[src/rtl/cu_pkg.sv]
// Shared definitions for the accumulator-processor control unit:
// state encoding, opcode values, A-mux select codes and widths.
package cu_pkg;

    localparam int unsigned N_W  = 8;   // data / IR width
    localparam int unsigned A_W  = 5;   // address / PC width
    localparam int unsigned ST_W = 4;   // state code width

    typedef enum logic [ST_W-1:0] {
        ST_START  = 4'd0,
        ST_FETCH  = 4'd1,
        ST_DECODE = 4'd2,
        ST_LOAD   = 4'd3,
        ST_STORE  = 4'd4,
        ST_ADD    = 4'd5,
        ST_SUB    = 4'd6,
        ST_INPUT  = 4'd7,
        ST_INREL  = 4'd8,
        ST_JZ     = 4'd9,
        ST_JPOS   = 4'd10,
        ST_HALT   = 4'd11,
        ST_STEPW  = 4'd12
    } state_t;

    localparam logic [2:0] OP_LOAD  = 3'd0;
    localparam logic [2:0] OP_STORE = 3'd1;
    localparam logic [2:0] OP_ADD   = 3'd2;
    localparam logic [2:0] OP_SUB   = 3'd3;
    localparam logic [2:0] OP_INPUT = 3'd4;
    localparam logic [2:0] OP_JZ    = 3'd5;
    localparam logic [2:0] OP_JPOS  = 3'd6;
    localparam logic [2:0] OP_HALT  = 3'd7;

    localparam logic [1:0] ASEL_SUM  = 2'd0;
    localparam logic [1:0] ASEL_IN   = 2'd1;
    localparam logic [1:0] ASEL_BUS  = 2'd2;
    localparam logic [1:0] ASEL_ZERO = 2'd3;

    // Execute state that follows DECODE for a given opcode.
    function automatic state_t op_to_state(input logic [2:0] op);
        state_t s;
        case (op)
            OP_LOAD:  s = ST_LOAD;
            OP_STORE: s = ST_STORE;
            OP_ADD:   s = ST_ADD;
            OP_SUB:   s = ST_SUB;
            OP_INPUT: s = ST_INPUT;
            OP_JZ:    s = ST_JZ;
            OP_JPOS:  s = ST_JPOS;
            default:  s = ST_HALT;
        endcase
        return s;
    endfunction

endpackage

[src/rtl/program_counter.sv]
// Program counter: AW-bit register, synchronous active-high reset,
// increment and load; load wins over increment.
// Ports: clk, reset, inc, load, din[AW-1:0] (jump target), pc[AW-1:0].
module program_counter #(
    parameter int unsigned AW = 5
) (
    input  logic          clk,
    input  logic          reset,
    input  logic          inc,
    input  logic          load,
    input  logic [AW-1:0] din,
    output logic [AW-1:0] pc
);

    logic [AW-1:0] pc_q;

    always_ff @(posedge clk) begin
        if (reset) begin
            pc_q <= '0;
        end else if (load) begin
            pc_q <= din;
        end else if (inc) begin
            pc_q <= pc_q + AW'(1);  // wraps at 2**AW
        end
    end

    assign pc = pc_q;

endmodule

[src/rtl/control_sequencer.sv]
// Control-unit FSM for the 8-bit accumulator processor. Sequences
// fetch/decode/execute, owns the PC and RAM addressing, and drives the
// A-register datapath controls.
// Ports: clk, reset (sync, active-high), ir, aeq0, apos, enter, step;
//        ir_load, mem_addr, mem_wr, asel, load_a, clear_a, sub, pc, halt,
//        state (debug code).
// Optional: define CU_STEP_EN to insert a single-step wait state (STEPW)
// after every instruction, released by a rising edge on step.
module control_sequencer
    import cu_pkg::*;
#(
    parameter int unsigned n  = 8,
    parameter int unsigned AW = 5
) (
    input  logic          clk,
    input  logic          reset,
    input  logic [n-1:0]  ir,
    input  logic          aeq0,
    input  logic          apos,
    input  logic          enter,
    input  logic          step,
    output logic          ir_load,
    output logic [AW-1:0] mem_addr,
    output logic          mem_wr,
    output logic [1:0]    asel,
    output logic          load_a,
    output logic          clear_a,
    output logic          sub,
    output logic [AW-1:0] pc,
    output logic          halt,
    output logic [3:0]    state
);

    state_t        cur_st;
    state_t        nxt_st;
    logic          pc_inc;
    logic          pc_load;
    logic [AW-1:0] ir_addr;
    logic [2:0]    ir_op;

    assign ir_addr = ir[AW-1:0];
    assign ir_op   = ir[n-1 -: 3];

`ifdef CU_STEP_EN
    localparam state_t DONE_ST = ST_STEPW;
    logic step_q;

    // Previous step level for rising-edge detection in STEPW.
    always_ff @(posedge clk) begin
        if (reset) begin
            step_q <= 1'b0;
        end else begin
            step_q <= step;
        end
    end
`else
    localparam state_t DONE_ST = ST_FETCH;
    logic unused_step;
    assign unused_step = step;
`endif

    // State register.
    always_ff @(posedge clk) begin
        if (reset) begin
            cur_st <= ST_START;
        end else begin
            cur_st <= nxt_st;
        end
    end

    // Next state and Moore-decoded controls (load_a in INPUT follows enter).
    always_comb begin
        nxt_st   = cur_st;
        ir_load  = 1'b0;
        mem_wr   = 1'b0;
        load_a   = 1'b0;
        clear_a  = 1'b0;
        sub      = 1'b0;
        asel     = ASEL_SUM;
        halt     = 1'b0;
        mem_addr = pc;
        pc_inc   = 1'b0;
        pc_load  = 1'b0;
        case (cur_st)
            ST_START: begin
                clear_a = 1'b1;
                asel    = ASEL_ZERO;
                load_a  = 1'b1;
                nxt_st  = ST_FETCH;
            end
            ST_FETCH: begin
                ir_load = 1'b1;
                pc_inc  = 1'b1;
                nxt_st  = ST_DECODE;
            end
            ST_DECODE: begin
                // Present the operand address a cycle early for RAM latency.
                mem_addr = ir_addr;
                nxt_st   = op_to_state(ir_op);
            end
            ST_LOAD: begin
                mem_addr = ir_addr;
                asel     = ASEL_BUS;
                load_a   = 1'b1;
                nxt_st   = DONE_ST;
            end
            ST_STORE: begin
                mem_addr = ir_addr;
                mem_wr   = 1'b1;
                nxt_st   = DONE_ST;
            end
            ST_ADD: begin
                mem_addr = ir_addr;
                load_a   = 1'b1;
                nxt_st   = DONE_ST;
            end
            ST_SUB: begin
                mem_addr = ir_addr;
                sub      = 1'b1;
                load_a   = 1'b1;
                nxt_st   = DONE_ST;
            end
            ST_INPUT: begin
                asel   = ASEL_IN;
                load_a = enter;
                if (enter) begin
                    nxt_st = ST_INREL;
                end
            end
            ST_INREL: begin
                // Hold off until enter drops so one press gives one load.
                if (!enter) begin
                    nxt_st = DONE_ST;
                end
            end
            ST_JZ: begin
                pc_load = aeq0;
                nxt_st  = DONE_ST;
            end
            ST_JPOS: begin
                pc_load = apos;
                nxt_st  = DONE_ST;
            end
            ST_HALT: begin
                halt = 1'b1;
            end
`ifdef CU_STEP_EN
            ST_STEPW: begin
                if (step && !step_q) begin
                    nxt_st = ST_FETCH;
                end
            end
`endif
            default: begin
                nxt_st = ST_START;
            end
        endcase
    end

    program_counter #(
        .AW (AW)
    ) u_pc (
        .clk   (clk),
        .reset (reset),
        .inc   (pc_inc),
        .load  (pc_load),
        .din   (ir_addr),
        .pc    (pc)
    );

    assign state = cur_st;

endmodule

[config.mk]
export PLATFORM = sky130hd
export DESIGN_NAME = control_sequencer
export DESIGN_NICKNAME = d
export VERILOG_FILES = /design/src/rtl/cu_pkg.sv /design/src/rtl/program_counter.sv /design/src/rtl/control_sequencer.sv
export SDC_FILE = /design/constraint.sdc
export NUM_CORES = 1
export LEC_CHECK = 0
export BUFFER_PORTS_ARGS = -buffer_cell sky130_fd_sc_hd__clkbuf_2
export CAP_MARGIN = 0
export CORE_MARGIN = 4
export CORE_UTILIZATION = 44
export CTS_CLUSTER_SIZE = 8
export DETAILED_ROUTE_END_ITERATION = 8
export GPL_ROUTABILITY_DRIVEN = 0
export GPL_TIMING_DRIVEN = 1
export HOLD_SLACK_MARGIN = 0.02
export PLACE_DENSITY_LB_ADDON = 0.05
export SLEW_MARGIN = 40
export SYNTH_ARGS = -nofsm -noshare
export SYNTH_HDL_FRONTEND = slang
export SYNTH_SLANG_ARGS = --single-unit
[constraint.sdc]
create_clock -name clk -period 1.8 [get_ports clk]
set_input_delay 0.18 -clock clk [delete_from_list [all_inputs] [get_ports clk]]
set_output_delay 0.18 -clock clk [all_outputs]
set_load 0.01 [all_outputs]
==> metrics <==
Routed WL per cell=around 15 um; Post-Syn Area per Cell=a little under 8 um^2; Yosys reg bits=9; worst-margin pin slew=0.430 ns; switching power as a share of total power=a little under two fifths; Synth-to-Final Area Change=39.0%; drt drc=0; CTS Root Buffer Type=sky130_fd_sc_hd__clkbuf_4; start-to-end type of the worst setup path=flip-flop to output port; port buffer count=34; site row count=14; Final Setup Violations=0; global-route wire length before repair=~3.4 mm; GRT Resource Usage Total=between 10% and 20%; async set-or-reset flop fraction in the synthesized netlist=0%; initial core utilization=around 48%; unrepaired setup endpoints after global routing=no; buffers from clock root to sink, at most=2; Hold/Removal Path Class=input pin to flip-flop; headroom to the max-slew limit=just over 70%; Initial DRT Pass Iterations=4; Worst Setup End Kind=output port; DR iter-0 viols=16; detailed-route via count=877; hold buffer count at cts=0; Routed WL=between 2 and 2.5 mm; number of violations of the max-capacitance limit=0; reg2reg setup slack=0.27 ns; post-synth top area share=about 24%; Comb power frac=a little over two fifths; Netlist Area Pre-Place=roughly 740 um^2; fraction of power consumed by the clock network=a little under a quarter; post-layout net count=around 150; portion of the clock cycle consumed by the worst path in the final layout=a little over nine tenths; Total Power=0.000709 W; Vias/cell=~5.8; clk_skew=0.00431 ns; result of the run=completed; CORE AREA=between 1500 and 2000 um^2; final antenna diode count=0; cell-internal power=between 0.0004 and 0.0005 W; remaining antenna violation count=0; relative contribution of sequential cells to total power=between 30% and 40%; commonest non-fill, non-tap cells in the layout=34 x sky130_fd_sc_hd__clkbuf_2, 13 x sky130_fd_sc_hd__nor2_1, 8 x sky130_fd_sc_hd__buf_4, 7 x sky130_fd_sc_hd__a21oi_1, 6 x sky130_fd_sc_hd__dfxtp_1; most common cell after layout, fill and taps aside=sky130_fd_sc_hd__clkbuf_2; worst slack after detailed placement=between 0.15 and 0.2 ns; sequential fraction of the synthesis area=between 20% and 30%; yosys warns=0; number of clock sinks=9; Crit path required time=1.62 ns; dominant cell type by area after synthesis=sky130_fd_sc_hd__dfxtp_1; Top Ports=36; data arrival time of the critical path=about 1.5 ns; Total Die Area=2410 um^2; number of enable-type register cells in the synthesized netlist=0; final-layout setup total negative slack=0 ns; power per standard cell area=a little under 700 nW/um^2; achievable frequency=between 500 and 600 MHz; H-tree level count=1; total clock buffers created by CTS=3; post-layout utilization of the core=between 60 and 70%; critical path launch point type=flip-flop; post-layout minimum cycle time=1.72 ns; power dissipated by switching net loads=around 0.00026 W; Unique masters post-synth=36; layout cells sized above 1=a little over two fifths; register clock-pin slew on the reported worst setup and hold paths=approximately 0.07 ns; Mapped Nets=~110; area of all placed cells without fillers=just over 1000 um^2; die height=49.1 um; insertion delay to the later sink of the worst-skew pair=between 0.2 and 0.3 ns; dominant cells by area after synthesis=sky130_fd_sc_hd__dfxtp_1 24%, sky130_fd_sc_hd__mux2_1 7.6%, sky130_fd_sc_hd__nor2_1 7.1%; TritonCTS clock tree=built; area after detailed placement=between 900 and 1000 um^2; CP max FO=5; final hold vios=0; Slew Viols, Final=0; reported leakage power=around 0.48 nW; initial antenna violation count=0; maximum number of pins on one net before global-route repair=12; final critical-path setup slack=slightly below 0.08 ns; Max VDD drop=0.590 mV; via count of the first global-routing pass=763; synthesized instance count=94; Fillers=~140; most common flop cell mapped by yosys=sky130_fd_sc_hd__dfxtp_1; sum of overflow across all layers after global routing=0; Die Span X=approximately 50 um; post-detailed-placement half-perimeter wirelength=about 1.5 mm
final timing paths:
kind	from	depth (start not counted)	to
min reg2reg	u_pc.pc[3]	2	u_pc.pc[3]
max reg2reg	state[1]	5	u_pc.pc[0]
min	ir[1]	3	u_pc.pc[1]
max	state[0]	5	mem_addr[3]
synth_stat cells (all sizes together), types with 3 or more instances:
library cell  instances
mux2                  5
nor2                 14
clkbuf                3
a21oi                 7
nor3                  6
nand3b                3
dfxtp                 9
nand2                 4
a2bb2oi               3
nand2b                3
nand3                 5
o21ai                 4
a211oi                3
area by class of cell:
cell class,instances,area [um^2],area share (%)
multi-input combinational,79,553,53.6
inverter,1,3.75,0.364
clock inverter,1,5.00,0.485
tap,16,20.0,1.94
clock buffer,3,22.5,2.18
sequential,9,191,18.6
timing repair buffer,43,235,22.8
flip-flops by register name (all words and copies together) (netlist names):
name and flops:
state 4, u_pc.pc 5
layer usage:
metal | vias up | GRT usage (%) | share of wire [%]
li1 | 438 | - | -
met2 | 28 | 28.1 | 48
met5 | - | 0 | 0
met3 | 2 | 6.12 | 6.5
met4 | 0 | 2.69 | 0.36
met1 | 409 | 22.0 | 46
worst max-delay path, cell delays in order (launching register included):
cell and delay (ns):
sky130_fd_sc_hd__dfxtp_4 0.36, sky130_fd_sc_hd__and3_4 0.19, sky130_fd_sc_hd__nor3_2 0.10, sky130_fd_sc_hd__buf_4 0.18, sky130_fd_sc_hd__mux2_1 0.32, sky130_fd_sc_hd__clkbuf_2 0.13
kinds of logic (layout without fill, tap and decap cells):
group | Yosys count | in the layout | synth area share (%)
AND/OR/NAND/NOR | 47 | 47 | 37.1
AO/OA/AOI/OAI | 22 | 22 | 21.1
XOR/XNOR | 2 | 2 | 2.36
buffers and inverters | 6 | 48 | 3.20
multiplexers | 7 | 7 | 10.3
adder cells (fa/ha/maj) | 1 | 1 | 1.69
flip-flops | 9 | 9 | 24.3
power groups by stage:
stage | sequential [W] | clock, W | combinational [W]
floorplan | 0.000246 | 0 | 0.000166
global placement | 0.000244 | 0 | 0.000272
detailed placement | 0.000245 | 0 | 0.000276
CTS | 0.000242 | 0.000169 | 0.000277
global route | 0.000237 | 0.000183 | 0.000341
finish | 0.000235 | 0.000163 | 0.000311
per-stage QoR:
| step | hold slack [ns] | cells |
|---|---|---|
| 3_3_place_gp | 0.466 | 144 |
| 3_5_place_dp | 0.477 | 144 |
| 4_1_cts | 0.193 | 148 |
| 2_1_floorplan | 0.363 | 94 |
| 6_report | 0.206 | 152 |
| 5_1_grt | 0.208 | 152 |
repair_timing:
action                     4_1_cts  5_1_grt
gates resized for setup          4        7
pin swaps                        0        1
setup buffers                    0        4
setup endpoints to repair        5        5
No activity file was read; power rests on OpenSTA's default activity.
